[src/rtl/spi_packet_rx.sv]
// spi_packet_rx: assembles the spi_rx word stream into checked packets.
// A packet is a header word {SYNC_BYTE, N}, N payload words and a checksum
// word (16-bit wrap-around sum of header and payload). Payload words are
// written speculatively into a FIFO behind a temporary write pointer. They
// become visible on the valid/ready port only once the checksum matches. A
// failed or abandoned packet is discarded by rewinding that pointer.
//
// Build option: define SPI_PKT_STATS_EN to add saturating packet and error
// counters (pkt_count_out, err_count_out). Without it those ports are absent.
module spi_packet_rx #(
    parameter logic [7:0] SYNC_BYTE      = 8'hA5,
    parameter int         MAX_PAYLOAD    = 16,
    parameter int         FIFO_DEPTH     = 32,
    parameter int         TIMEOUT_CYCLES = 1000
) (
    input  logic        clk_in,
    input  logic        rst_in,
    input  logic [15:0] data_in,
    input  logic        new_data_in,
    output logic [15:0] word_out,
    output logic        last_out,
    output logic        valid_out,
    input  logic        ready_in,
    output logic        pkt_ok_out,
    output logic        pkt_err_out,
    output logic [2:0]  err_code_out
`ifdef SPI_PKT_STATS_EN
    ,
    output logic [15:0] pkt_count_out,
    output logic [15:0] err_count_out
`endif
);

    localparam int PTR_W = $clog2(FIFO_DEPTH);
    localparam int TMO_W = $clog2(TIMEOUT_CYCLES + 1);

    localparam logic [PTR_W+1:0] DEPTH_C   = (PTR_W + 2)'(FIFO_DEPTH);
    localparam logic [PTR_W:0]   PTR_ONE   = (PTR_W + 1)'(1);
    localparam logic [TMO_W-1:0] TMO_LIMIT = TMO_W'(TIMEOUT_CYCLES);
    localparam logic [TMO_W-1:0] TMO_ONE   = TMO_W'(1);
    localparam logic [8:0]       MAX_N     = 9'(MAX_PAYLOAD);

    localparam logic [1:0] IDLE    = 2'd0;
    localparam logic [1:0] PAYLOAD = 2'd1;
    localparam logic [1:0] CHECK   = 2'd2;
    localparam logic [1:0] DROP    = 2'd3;

    localparam logic [2:0] ERR_BAD_HDR  = 3'd1;
    localparam logic [2:0] ERR_OVERFLOW = 3'd2;
    localparam logic [2:0] ERR_CHECKSUM = 3'd3;
    localparam logic [2:0] ERR_TIMEOUT  = 3'd4;

    logic [1:0]       state;
    logic [8:0]       cnt;
    logic [15:0]      sum;
    logic [PTR_W:0]   rd_ptr;
    logic [PTR_W:0]   wr_commit;
    logic [PTR_W:0]   wr_tmp;
    logic [TMO_W-1:0] tmo_cnt;
    logic [16:0]      mem [FIFO_DEPTH];

    logic [PTR_W:0]   used;
    logic [PTR_W+1:0] free_cnt;
    logic [15:0]      free_w;
    logic [8:0]       hdr_n;
    logic             hdr_ok;
    logic             hdr_fits;
    logic             pop;
    logic             tmo_hit;
    logic             wr_en;

`ifdef SPI_PKT_STATS_EN
    // Counter increment that sticks at all-ones instead of wrapping.
    function automatic logic [15:0] sat_inc(input logic [15:0] v);
        return (v == 16'hFFFF) ? v : v + 16'd1;
    endfunction
`endif

    // Header decode, free-space and handshake terms.
    always_comb begin
        used     = wr_commit - rd_ptr;
        free_cnt = DEPTH_C - {1'b0, used};
        free_w   = 16'(free_cnt);
        hdr_n    = {1'b0, data_in[7:0]};
        hdr_ok   = (data_in[15:8] == SYNC_BYTE) && (hdr_n != 9'd0) && (hdr_n <= MAX_N);
        hdr_fits = (free_w >= {7'd0, hdr_n});
        pop      = valid_out && ready_in;
        tmo_hit  = (tmo_cnt == TMO_LIMIT);
        wr_en    = (state == PAYLOAD) && new_data_in;
    end

    // Only committed entries are visible; outputs read as zero when empty.
    assign valid_out = (rd_ptr != wr_commit);
    assign word_out  = valid_out ? mem[rd_ptr[PTR_W-1:0]][15:0] : 16'd0;
    assign last_out  = valid_out & mem[rd_ptr[PTR_W-1:0]][16];

    // Payload storage: speculative writes land at wr_tmp, tagged with the last flag.
    always_ff @(posedge clk_in) begin
        if (wr_en) begin
            mem[wr_tmp[PTR_W-1:0]] <= {(cnt == 9'd1), data_in};
        end
    end

    // Running checksum: seeded by the header, accumulated over payload words.
    always_ff @(posedge clk_in) begin
        if (new_data_in) begin
            if (state == IDLE) begin
                sum <= data_in;
            end else if (state == PAYLOAD) begin
                sum <= sum + data_in;
            end
        end
    end

    // Read side: the consumer pops independently of the packet FSM.
    always_ff @(posedge clk_in or negedge rst_in) begin
        if (!rst_in) begin
            rd_ptr <= '0;
        end else if (pop) begin
            rd_ptr <= rd_ptr + PTR_ONE;
        end
    end

    // Packet FSM, write pointers, inter-word timeout and status pulses.
    always_ff @(posedge clk_in or negedge rst_in) begin
        if (!rst_in) begin
            state        <= IDLE;
            cnt          <= '0;
            wr_commit    <= '0;
            wr_tmp       <= '0;
            tmo_cnt      <= '0;
            pkt_ok_out   <= 1'b0;
            pkt_err_out  <= 1'b0;
            err_code_out <= 3'd0;
        end else begin
            pkt_ok_out  <= 1'b0;
            pkt_err_out <= 1'b0;

            if (new_data_in) begin
                tmo_cnt <= '0;
            end else if (state != IDLE) begin
                tmo_cnt <= tmo_hit ? '0 : tmo_cnt + TMO_ONE;
            end

            case (state)
                IDLE: begin
                    if (new_data_in) begin
                        if (!hdr_ok) begin
                            pkt_err_out  <= 1'b1;
                            err_code_out <= ERR_BAD_HDR;
                        end else if (hdr_fits) begin
                            cnt    <= hdr_n;
                            wr_tmp <= wr_commit;
                            state  <= PAYLOAD;
                        end else begin
                            // No room: swallow the rest of the packet (payload + checksum).
                            pkt_err_out  <= 1'b1;
                            err_code_out <= ERR_OVERFLOW;
                            cnt          <= hdr_n + 9'd1;
                            state        <= DROP;
                        end
                    end
                end
                PAYLOAD: begin
                    if (new_data_in) begin
                        wr_tmp <= wr_tmp + PTR_ONE;
                        cnt    <= cnt - 9'd1;
                        if (cnt == 9'd1) begin
                            state <= CHECK;
                        end
                    end
                end
                CHECK: begin
                    if (new_data_in) begin
                        if (data_in == sum) begin
                            wr_commit  <= wr_tmp;
                            pkt_ok_out <= 1'b1;
                        end else begin
                            wr_tmp       <= wr_commit;
                            pkt_err_out  <= 1'b1;
                            err_code_out <= ERR_CHECKSUM;
                        end
                        state <= IDLE;
                    end
                end
                DROP: begin
                    if (new_data_in) begin
                        cnt <= cnt - 9'd1;
                        if (cnt == 9'd1) begin
                            state <= IDLE;
                        end
                    end
                end
                default: state <= IDLE;
            endcase

            // Stalled mid-packet: abandon it. A word arriving this cycle takes priority.
            if (!new_data_in && (state != IDLE) && tmo_hit) begin
                wr_tmp       <= wr_commit;
                pkt_err_out  <= 1'b1;
                err_code_out <= ERR_TIMEOUT;
                state        <= IDLE;
            end
        end
    end

`ifdef SPI_PKT_STATS_EN
    // Saturating totals of committed packets and reported errors.
    always_ff @(posedge clk_in or negedge rst_in) begin
        if (!rst_in) begin
            pkt_count_out <= 16'd0;
            err_count_out <= 16'd0;
        end else begin
            if (pkt_ok_out) begin
                pkt_count_out <= sat_inc(pkt_count_out);
            end
            if (pkt_err_out) begin
                err_count_out <= sat_inc(err_count_out);
            end
        end
    end
`endif

endmodule

[config.mk]
export PLATFORM = sky130hd
export DESIGN_NAME = spi_packet_rx
export DESIGN_NICKNAME = d
export VERILOG_FILES = /design/src/rtl/spi_packet_rx.sv
export SDC_FILE = /design/constraint.sdc
export NUM_CORES = 1
export LEC_CHECK = 0
export BUFFER_PORTS_ARGS = -buffer_cell sky130_fd_sc_hd__buf_4
export CORE_MARGIN = 8
export CORE_UTILIZATION = 65
export CTS_BUF_LIST = sky130_fd_sc_hd__clkbuf_4 sky130_fd_sc_hd__clkbuf_8
export DETAILED_ROUTE_END_ITERATION = 6
export GPL_TIMING_DRIVEN = 0
export PLACE_DENSITY_LB_ADDON = 0.3
export SLEW_MARGIN = 40
export SYNTH_ARGS = -nofsm -noshare
export SYNTH_HDL_FRONTEND = slang
export SYNTH_SLANG_ARGS = --single-unit
[constraint.sdc]
create_clock -name clk_in -period 6 [get_ports clk_in]
set_clock_uncertainty 0.15 [all_clocks]
set_input_delay 0 -clock clk_in [delete_from_list [all_inputs] [get_ports clk_in]]
set_output_delay 0 -clock clk_in [all_outputs]
set_load 0.01 [all_outputs]
---- Word level (Yosys, flattened, before mapping) ----
Memories as Yosys holds them, arrays and structs flattened.
Cells that the tools add are included.
cells by class
  add/sub/neg operators ................... 8
  magnitude comparators ................... 2
  eq/ne operators ......................... 21
  multiplexer cells ....................... 48
  bitwise operators ....................... 1
  reduce and logical (&&, ||, !) cells .... 22
operators with widths
  operator               number
  $mux 16                3
  $mux 6                 7
  $mux 9                 4
  $mux 10                3
  $mux 2                 9
  $mux 3                 6
  $pmux 6 s3             1
  $pmux 9 s2             1
  $add 16x16->16         1
  $eq 16x16->1           1
  $add 6x1->6 const B    2
  $ne 3x2->1 const B     4
  $ne 3x3->1 const B     4
  $mux 1                 11
  $add 10x1->10 const B  1
  $eq 10x10->1 const B   1
  $add 8x1->9 const B    1
  $eq 9x1->1 const B     1
  $sub 9x1->9 const B    1
  $eq 8x8->1 const B     1
  $ge 7x8->1             1
  $le 8x5->1 const B     1
  $pmux 2 s4             1
  $reduce_bool 2->1      4
  24 further kinds       32
storage, ports and cells
  register bits after elaboration ......... 60
  bits in writable memories ............... 544
  bits of input ports ..................... 20
  output and inout port bits .............. 23
  memories kept ........................... 1
memory list
  memory  words  bits a word  read ports  clocked after memory_dff  wr ports  RTL line  source
  mem     32     17           1           0                         1         60        logic [16:0] mem [FIFO_DEPTH];

---- Logic depth before layout (Yosys ltp) ----
Gate-level depths: netlist of run 1.
  depth after elaboration ................. 8
  mapped depth ............................ 18
  gate-level depth less buffers ........... 15

---- Worst setup path before layout of run 1 ----
Ideal clock, no wire load.
  path kind ............................... flip-flop to flip-flop
  start ................................... reg rd_ptr[1]
  end ..................................... reg cnt[5]
  data arrival time ....................... 4.017 ns
  data required time ...................... 5.724 ns
  setup slack ............................. 1.707 ns
  cell stages (with the launch flop) ...... 18
  clock period less this slack ............ 4.293 ns
  cells stage by stage .................... dfrtp_1 > clkbuf_1 > clkbuf_1 > inv_1 > ha_1 > nor2b_1 > o21ai_1 > a21boi_1 > or4_1 > nand3_1 > xor2_1 > ha_1 > nand4_1 > inv_2 > a211o_1 > a2111o_1 > xnor2_1 > a221o_1
between the ends
  longest elaborated chain between the ends .. 7
ends and longest elaborated chain
  element                 RTL line  source
  from (decl)             56        logic [PTR_W:0] rd_ptr;
  from (signal assigned)  120       rd_ptr <= rd_ptr + PTR_ONE;
  $sub 6x6->6             81        used = wr_commit - rd_ptr;
  $sub 6x6->7             82        free_cnt = DEPTH_C - {1'b0, used};
  $ge 7x8->1              86        hdr_fits = (free_w >= {7'd0, hdr_n});
  $mux 9                  151       end else if (hdr_fits) begin
  $mux 9                  148       if (!hdr_ok) begin
  $mux 9                  147       if (new_data_in) begin
  $pmux 9 s2              145       case (state)
  to (signal assigned)    152       cnt <= hdr_n;
  to (signal assigned)    159       cnt <= hdr_n + 9'd1;
  to (signal assigned)    167       cnt <= cnt - 9'd1;
  to (decl)               54        logic [8:0] cnt;
Every way passes these cells. The select of a mux whose other input is x is not followed.
A chain may end at the register's enable or synchronous reset.

---- Worst setup path in the final report of run 1 ----
  start ................................... reg rd_ptr[1]
  end ..................................... reg cnt[4]
Same word-level chain as after synthesis.

==> flow_metrics.py, run 1 <==
metrics = {
    "logic_synthesis": {
        "synth.area.mux_share": 0.1549,
        "synth.cell_area_um2": 25580,
        "yosysMostFrequentCell": "edfxtp_1",
        "synth_xor_area_frac": 0.01096,
        "async_flop_share": 0.07285,
        "ys_seq_area_frac": 0.7004,
        "synth-main-ff-cell": "edfxtp_1",
        "synthTopCellsByCount": "edfxtp_1, mux4_2, nand2_1",
        "synth_edf_count": 560,
        "syn_nets": 1458,
        "yosys.area_share.simple": 0.05018,
        "synth_top_family_by_area": "multiplexers",
        "synth_top_area_frac": 0.6573,
        "synth_top_area_cell": "edfxtp_1",
        "synth.area.top_cells": "edfxtp_1, mux4_2, dfrtp_1",
        "avgSynthCellArea_um2": 18.38,
        "syn_inst": 1392,
        "synth-compound-area-share": 0.04382,
        "yosysWarnings": 0,
        "synth_fa_ha_area_frac": 0.02309,
        "synth_cell_type_count": 71,
        "ys_ff_latch": 604,
    },
    "die": {
        "ios": 43,
        "dieArea_um2": 45960,
        "core_area_um2": 38740,
        "start_util": 0.6604,
        "die-height_um": 214.4,
        "die_w_um": 214.4,
        "rows": 72,
    },
    "setup_path": {
        "cp_slowest_cell": "clkbuf_1",
        "r2r-end": "cnt[4]$_DFFE_PN0P_",
        "crit_required_ps": 6380,
        "path_max_fanout": 10,
        "start_kind": "register",
        "worstSetupPathType": "reg -> reg",
        "critPathLaunch": "rd_ptr[1]$_DFFE_PN0P_",
        "reg2reg_depth": 18,
        "regToRegStartpoint": "rd_ptr[1]$_DFFE_PN0P_",
        "cp-end-kind": "register",
        "cpMostUsedCell": "clkbuf_1",
        "r2r_slack_ps": 400,
        "worstPathArrival_ps": 5980,
        "crit_chain": "clkbuf_1 -> clkbuf_1 -> inv_1 -> ha_1 -> nor2b_1 -> o21ai_1 -> a21boi_1 -> or4_1 -> nand3_1 -> xor2_1 -> ha_1 -> nand2_1 -> o21ai_1 -> a211oi_2 -> clkbuf_1 -> o2111ai_1 -> xnor2_1 -> a221oi_1",
        "critical-path-max-stage-delay_ps": 610,
        "worstSetupEndpoint": "cnt[4]$_DFFE_PN0P_",
    },
    "place": {
        "dp_slack_ps": 498.8,
        "placed_cells": 1954,
        "gp_congestion": 0.8856,
        "hpwl_um": 37960,
        "placed_area_um2": 26850,
        "port_buffers": 42,
    },
    "cts": {
        "cts_tree": "yes",
        "cts_made_buffers": 93,
        "cts_root_buf": "clkbuf_8",
        "clock_sinks": 604,
        "htree_levels": 3,
        "clk_latency_ps": 650,
        "path_clk_slew_ps": 70,
        "clock_path_buffers": 3,
        "post_cts_buffers": 0,
    },
    "sta": {
        "hold_violations": 0,
        "fmax_mhz": 178.5,
        "min_period_ps": 5602,
        "fin_setup_tns_ps": 0,
        "worst_pin_slew_ps": 855.7,
        "setup_viol": 0,
        "finalMaxSlewViolations": 0,
        "rsz0062_at_grt": "no",
        "fin_crit_sh": 0.9336,
        "hold_slack_ps": 131.9,
        "slew_headroom": 0.4264,
        "setup_ws_ps": 398.1,
    },
    "global_routing": {
        "met2_usage": 0.3973,
        "top_usage_layer": "met2",
        "overflow": 0,
        "grt_pass1_vias": 14411,
        "grt_pass1_wl_um": 88630,
        "grt_util_met1": 0.3673,
        "grt_util_met3": 0.05614,
        "grt_use_total": 0.2585,
        "antenna_found_initial": 1,
        "grt_max_degree": 45,
    },
    "finish": {
        "diodes": 0,
        "fin_area_um2": 28910,
        "fin_util": 0.7464,
        "finish.net_count": 1618,
        "final_cells": 2144,
        "area_delta_synth_final_pct": 13.02,
        "drive_gt1_frac": 0.2638,
    },
    "drt": {
        "ant_nets": 0,
        "wl_per_cell_um": 27.75,
        "first_iter_violations": 1945,
        "via_per_inst": 6.677,
        "drc": 1,
        "first_pass_iters": 7,
        "wirelength_um": 59500,
        "vias": 14316,
    },
    "outcome": {
        "violations": "design-rule violations",
        "status": "finished, violations left",
    },
    "hold_path": {
        "min_path_type": "in -> reg",
    },
    "pwr": {
        "ir_worst_vdd_v": 0.0002625,
        "powerDensity_nw_per_um2": 436.2,
        "finalPower_mw": 12.61,
        "leakage_nw": 9.565,
    },
    "flow_run": {
        "maxCapViolCount": 0,
    },
}
-- worst min-delay path by stage --
| stage | startpoint | to | slack, ps | depth (start not counted) |
|---|---|---|---|---|
| after floorplan | rst_in | cnt[0]$_DFFE_PN0P_ | -450 | 0 |
| after global placement | rst_in | cnt[6]$_DFFE_PN0P_ | -120 | 1 |
| after detailed placement | rst_in | cnt[8]$_DFFE_PN0P_ | -120 | 1 |
| after CTS | new_data_in | tmo_cnt[6]$_DFFE_PN0P_ | 100 | 5 |
| after global routing | new_data_in | tmo_cnt[6]$_DFFE_PN0P_ | 140 | 5 |
| final | new_data_in | tmo_cnt[6]$_DFFE_PN0P_ | 130 | 5 |
-- report_power, final --
group,internal (mW),leakage [nW],total [mW],switching [mW]
clock,1.84,0.971,3.41,1.56
combinational,1.95,2.93,4.39,2.43
sequential,4.73,5.66,4.82,0.0846
total,8.53,9.57,12.6,4.08
-- registers in the layout, indices dropped and copies added (netlist names) --
register	count
mem	544
sum	16
tmo_cnt	10
cnt	9
rd_ptr	6
wr_commit	6
wr_tmp	6
err_code_out	3
state	2
pkt_err_out	1
pkt_ok_out	1
-- kinds of logic (layout without fill, tap and decap cells) --
kind of cell,after synthesis,count (layout)
AOI/OAI and AO/OA,169,169
xor gates and xnor gates,32,32
adders and majority gates,46,46
buffers and inverters,98,332
DFF,604,604
muxes,182,182
and+or+nand+nor,261,261
-- what timing repair did --
item,in CTS,in global routing
hold endpoints to repair,621,0
gates resized for setup,0,0
hold buffers,21,0
-- layer usage --
metal,wire length (um),vias to the layer above
li1,-,6018
met4,1977,0
met2,27780,962
met5,0,-
met3,6983,131
met1,22760,7205
-- critical path, delay by kind of cell (launching register included) --
kind	cells	cell delay [ps]
AOI/OAI and AO/OA	6	1340
xor gates and xnor gates	2	370
adders and majority gates	2	600
buffers and inverters	4	1720
DFF	1	550
and+or+nand+nor	4	770
-- cell usage in the layout, fill, tap and decap left out, types with 8 or more instances in the layout --
cell type        n
nor4_1           8
edfxtp_1       560
nor2_1          31
a21oi_1         38
dfrtp_1         44
clkbuf_1        43
inv_1           26
nand2_1         80
nand3_1         20
mux4_2         170
xnor2_1         19
clkbuf_8        99
ha_1            44
nor3_1          15
clkbuf_4        24
dlygate4sd3_1   20
o21ai_1         36
buf_4           54
clkinv_1        29
o2bb2ai_1        8
o21ai_0         13
xor2_1          13
nor2_4          33
a21o_1           8
clkinv_2        12
and3_1          10
-- area by class of cell --
| type | count | area [um^2] |
|---|---|---|
| repair buffers | 65 | 573.1 |
| plain buffers | 66 | 309.0 |
| well taps | 518 | 648.1 |
| fillers | 2117 | 9823 |
| multi-input cells | 690 | 7507 |
| inverters | 32 | 120.1 |
| flip-flops and latches | 604 | 17920 |
| clock buffers | 123 | 1543 |
| clock inverters | 46 | 296.5 |
No activity file was read; power rests on OpenSTA's default activity.
==> inputs of run 2 (changes only) <==
Settings changed: CAP_MARGIN set to 10, CORE_UTILIZATION 65 to 24, PLACE_DENSITY_LB_ADDON 0.3 to 0.08.
==> flow_metrics.py, run 2 (synthesis results as in run 1) <==
metrics = {
    "place": {
        "placed_cells": 2860,
        "port_buffers": 42,
        "hpwl_um": 50670,
        "gp_congestion": 0.7627,
    },
    "drt": {
        "first_pass_iters": 5,
        "first_iter_violations": 1114,
        "wirelength_um": 75530,
        "ant_nets": 0,
        "via_per_inst": 4.516,
        "vias": 13919,
        "wl_per_cell_um": 24.51,
        "drc": 0,
    },
    "setup_path": {
        "start_kind": "register",
        "path_max_fanout": 10,
        "critical-path-top-delay-family": "buffers and inverters",
        "worstPathArrival_ps": 5600,
        "crit_chain": "clkbuf_2 -> clkbuf_2 -> inv_1 -> ha_1 -> nor2b_1 -> o21ai_1 -> a21boi_1 -> or4_1 -> nand3_1 -> xor2_1 -> ha_1 -> nand2_1 -> o21ai_1 -> a211oi_2 -> clkbuf_1 -> o2111ai_1 -> xnor2_1 -> a221oi_1",
        "worstSetupPathType": "reg -> reg",
        "cp_slowest_cell": "dfrtp_1",
        "critical-path-max-stage-delay_ps": 540,
        "critPathBufInv": 4,
        "cp-end-kind": "register",
        "crit_required_ps": 6450,
        "r2r_slack_ps": 850,
    },
    "finish": {
        "final_cell_mix": "edfxtp_1, mux4_2, clkbuf_8",
        "fin_util": 0.2931,
        "register_area_um2": 17920,
        "area_delta_synth_final_pct": 20.96,
        "largest_register_ffs": 544,
        "multi_input_area_um2": 7513,
        "n_fill_cell": 10393,
        "finish.net_count": 1667,
        "drive_gt1_frac": 0.2897,
        "final_cells": 3082,
        "final_common_cell": "edfxtp_1",
    },
    "sta": {
        "rsz0062_at_grt": "no",
        "finalMaxSlewViolations": 0,
        "slew_headroom": 0.4824,
        "worst_pin_slew_ps": 776.4,
        "fmax_mhz": 194.2,
        "setup_viol": 0,
        "fin_setup_tns_ps": 0,
        "fin_crit_sh": 0.8581,
        "hold_violations": 0,
        "hold_slack_ps": 133.2,
        "min_period_ps": 5149,
    },
    "cts": {
        "cts_made_buffers": 107,
        "cts_tree": "yes",
        "clock_sinks": 604,
        "cts_root_buf": "clkbuf_8",
        "cts_resized": 0,
        "path_clk_slew_ps": 60,
        "clock_path_buffers": 3,
        "clk_latency_ps": 710,
        "htree_levels": 3,
    },
    "global_routing": {
        "grt_use_total": 0.1282,
        "grt_max_degree": 45,
        "grt_pass1_wl_um": 108000,
        "grt_pass1_vias": 14576,
        "antenna_found_initial": 5,
        "overflow": 0,
    },
    "pwr": {
        "internal_power_mw": 8.669,
        "switching_share": 0.3457,
        "leakage_nw": 10.01,
        "power.switching_mw": 4.580,
        "ir_worst_vdd_v": 0.0001680,
        "power.share.clock": 0.279,
        "powerDensity_nw_per_um2": 428.1,
        "seqPwrFrac": 0.364,
        "power.share.combinational": 0.357,
        "finalPower_mw": 13.25,
    },
    "die": {
        "die_w_um": 342.5,
        "start_util": 0.2423,
        "core_area_um2": 105600,
        "dieArea_um2": 117300,
        "ios": 43,
        "die-height_um": 342.5,
        "rows": 119,
    },
    "outcome": {
        "status": "complete, no violations",
    },
    "flow_run": {
        "maxCapViolCount": 0,
    },
    "hold_path": {
        "min_path_type": "in -> reg",
    },
}
[run 2: path summary, 6_finish.rpt]
| path | startpoint | to | depth (start not counted) |
|---|---|---|---|
| min in group asynchronous | rst_in | cnt[0]$_DFFE_PN0P_ | 4 |
| worst min-delay path | ready_in | rd_ptr[0]$_DFFE_PN0P_ | 4 |
| worst max register to register | rd_ptr[1]$_DFFE_PN0P_ | cnt[4]$_DFFE_PN0P_ | 18 |
| max in group asynchronous | rst_in | rd_ptr[3]$_DFFE_PN0P_ | 4 |
| worst min register to register | tmo_cnt[4]$_DFFE_PN0P_ | tmo_cnt[4]$_DFFE_PN0P_ | 1 |
| worst max-delay path | rd_ptr[1]$_DFFE_PN0P_ | cnt[4]$_DFFE_PN0P_ | 18 |
[run 2: worst reg2reg max path: cells and delay by family, from the launching register on]
| family | cells | cell delay (ps) |
|---|---|---|
| buffers and inverters | 4 | 1390 |
| AOI/OAI and AO/OA | 6 | 1260 |
| and+or+nand+nor | 4 | 760 |
| adders and majority gates | 2 | 570 |
| DFF | 1 | 540 |
| xor gates and xnor gates | 2 | 370 |
[run 2: power groups by stage]
| stage | Sequential [mW] | Clock [mW] | Combinational [mW] |
|---|---|---|---|
| floorplan | 4.88 | 0 | 2.91 |
| global placement | 4.91 | 0 | 4.77 |
| detailed placement | 4.91 | 0 | 4.83 |
| CTS | 4.82 | 3.87 | 4.86 |
| global route | 4.84 | 4.02 | 5.11 |
| finish | 4.82 | 3.70 | 4.73 |
[run 2: metal layers]
layer  part of all wire  GRT usage
met5                  0          0
met4              0.020    0.03549
met3              0.043    0.02256
met2               0.45     0.1963
met1               0.49     0.1864
[run 2: what timing repair did]
item                      in CTS  in global routing
hold buffers                  23                  0
hold endpoints to repair     623                  0
setup buffers                  0                  0
[run 2: area by class of cell]
class                   instances  share of cell area
plain buffers                  66             0.01031
clock inverters                58             0.01080
repair buffers                100             0.04140
flip-flops and latches        604              0.5790
clock buffers                 138             0.05531
inverters                      32            0.003882
diodes                          3           0.0002426
multi-input cells             690              0.2428
well taps                    1391             0.05624
[run 2: stage by stage]
step,worst slack (ps),instance area (um^2)
2_1_floorplan,1707,25580
3_3_place_gp,98.89,27640
3_5_place_dp,741.9,28640
4_1_cts,727.2,30940
5_1_grt,437.4,30940
6_report,851.4,30940
==> inputs of run 3 (changes only) <==
--- a/config.mk
+++ b/config.mk
@@ -9,3 +9,2 @@
 export CAP_MARGIN = 10
-export CORE_MARGIN = 8
 export CORE_UTILIZATION = 24
--- a/constraint.sdc
+++ b/constraint.sdc
@@ -4,2 +4,2 @@
 set_output_delay 0 -clock clk_in [all_outputs]
-set_load 0.01 [all_outputs]
+set_load 0.02 [all_outputs]
==> flow_metrics.py, run 3 (synthesis results as in run 1) <==
metrics = {
    "finish": {
        "final_common_cell": "edfxtp_1",
        "largest_register_ffs": 544,
        "finish.net_count": 1671,
        "drive_gt1_frac": 0.3014,
        "final_cell_mix": "edfxtp_1, mux4_2, clkbuf_8",
        "area_delta_synth_final_pct": 21.44,
        "fin_util": 0.2947,
    },
    "outcome": {
        "violations": "design-rule violations",
        "status": "finished, violations left",
    },
    "pwr": {
        "power.share.clock": 0.289,
        "ir_worst_vdd_v": 0.0001591,
        "switching_share": 0.3471,
        "power.share.combinational": 0.356,
        "power.switching_mw": 4.715,
        "internal_power_mw": 8.867,
        "powerDensity_nw_per_um2": 437.2,
        "leakage_nw": 10.10,
        "seqPwrFrac": 0.355,
    },
    "place": {
        "gp_congestion": 0.7560,
        "dp_slack_ps": 694.1,
        "hpwl_um": 51040,
        "port_buffers": 42,
    },
    "die": {
        "ios": 43,
        "dieArea_um2": 107900,
        "die-height_um": 328.5,
        "start_util": 0.2427,
        "core_area_um2": 105400,
        "rows": 119,
        "die_w_um": 328.5,
    },
    "drt": {
        "ant_nets": 0,
        "via_per_inst": 4.493,
        "first_pass_iters": 7,
        "first_iter_violations": 1107,
        "wirelength_um": 76120,
        "wl_per_cell_um": 24.65,
        "vias": 13873,
        "drc": 20,
    },
    "cts": {
        "cts_made_buffers": 112,
        "cts_root_buf": "clkbuf_8",
        "post_cts_buffers": 0,
        "htree_levels": 3,
        "path_clk_slew_ps": 60,
        "cts_tree": "yes",
        "clock_sinks": 604,
        "clk_latency_ps": 750,
        "clock_path_buffers": 3,
    },
    "global_routing": {
        "grt_pass1_vias": 14569,
        "grt_pass1_wl_um": 109100,
        "met2_usage": 0.2132,
        "top_usage_layer": "met2",
        "grt_max_degree": 45,
        "grt_util_met1": 0.2090,
        "grt_use_total": 0.1431,
        "grt_util_met3": 0.02551,
        "overflow": 0,
        "antenna_found_initial": 5,
    },
    "sta": {
        "finalMaxSlewViolations": 0,
        "fin_crit_sh": 0.8679,
        "hold_violations": 0,
        "worst_pin_slew_ps": 761.1,
        "min_period_ps": 5207,
        "slew_headroom": 0.4926,
        "hold_slack_ps": 93.54,
        "setup_viol": 0,
        "fmax_mhz": 192.0,
        "setup_ws_ps": 792.9,
        "rsz0062_at_grt": "no",
        "fin_setup_tns_ps": 0,
    },
    "flow_run": {
        "maxCapViolCount": 0,
    },
    "setup_path": {
        "reg2reg_depth": 18,
        "crit_required_ps": 6480,
        "path_max_fanout": 10,
        "worstPathArrival_ps": 5690,
        "cp-end-kind": "register",
        "start_kind": "register",
        "worstSetupPathType": "reg -> reg",
        "r2r_slack_ps": 790,
    },
    "hold_path": {
        "whs_path_depth": 5,
        "min_path_type": "in -> reg",
    },
}
==> run 3: cell count changes in the layout (fill, tap and decap cells not counted), sizes merged <==
cell,delta
clkinv,-14
bufinv,+1
clkbuf,+21
dlygate4sd3,-1
clkinvlp,-2
diode,+2
buf,-1
==> run 3: through the flow <==
step                      std cells  cell area [um^2]  power [mW]
after floorplan                1392             25580       7.909
after global placement         2825             27640       9.784
after detailed placement       2860             28630       9.817
after CTS                      3083             31050       13.84
after global routing           3084             31060       14.30
final                          3088             31070       13.58
==> run 3: layout make-up <==
cell class                 count  area [um^2]
buffer                        66        320.3
clock buffer                 158         1893
multi-input combinational    690         7513
inverter                      32        120.1
clock inverter                43        290.3
fill                       10458        74350
antenna                        5        12.51
sequential                   604        17920
timing repair buffer          99         1259
tap                         1391         1740
==> run 3: final timing paths <==
check / endpoint / from
max in group asynchronous: wr_tmp[1]$_DFFE_PN0P_ / rst_in
setup reg to reg: cnt[0]$_DFFE_PN0P_ / rd_ptr[1]$_DFFE_PN0P_
hold / removal: tmo_cnt[4]$_DFFE_PN0P_ / new_data_in
hold reg to reg: err_code_out[1]$_DFFE_PN0P_ / err_code_out[1]$_DFFE_PN0P_
setup / recovery: cnt[0]$_DFFE_PN0P_ / rd_ptr[1]$_DFFE_PN0P_
min in group asynchronous: cnt[4]$_DFFE_PN0P_ / rst_in
==> run 3: per-layer routing <==
metal	vias up	share of wire	routed length (um)
met5	-	0	0
met4	0	0.024	1864
met3	104	0.046	3487
met2	303	0.44	33670
met1	7329	0.49	37100
li1	6137	-	-
==> run 3: power by group through the flow <==
stage                     registers [mW]  clock network (mW)  logic (mW)
after floorplan                     4.89                   0        3.02
after global placement              4.91                   0        4.88
after detailed placement            4.91                   0        4.91
after CTS                           4.82                4.08        4.94
after global routing                4.83                4.26        5.21
final                               4.82                3.93        4.83
==> run 3: critical path, stage by stage, from the launching register on <==
cell,delay [ps]
dfrtp_1,540
clkbuf_2,410
clkbuf_2,430
inv_1,90
ha_1,320
nor2b_1,140
o21ai_1,170
a21boi_1,110
or4_1,410
nand3_1,150
xor2_1,170
ha_1,260
nand2_1,70
o21ai_1,100
a211oi_2,480
clkbuf_1,450
nor2_1,130
xnor2_1,170
a221o_1,340
==> run 3: repair_timing <==
action                    in CTS  in global routing
hold endpoints to repair     623                  0
hold buffers                  22                  0
gates resized for setup        0                  0
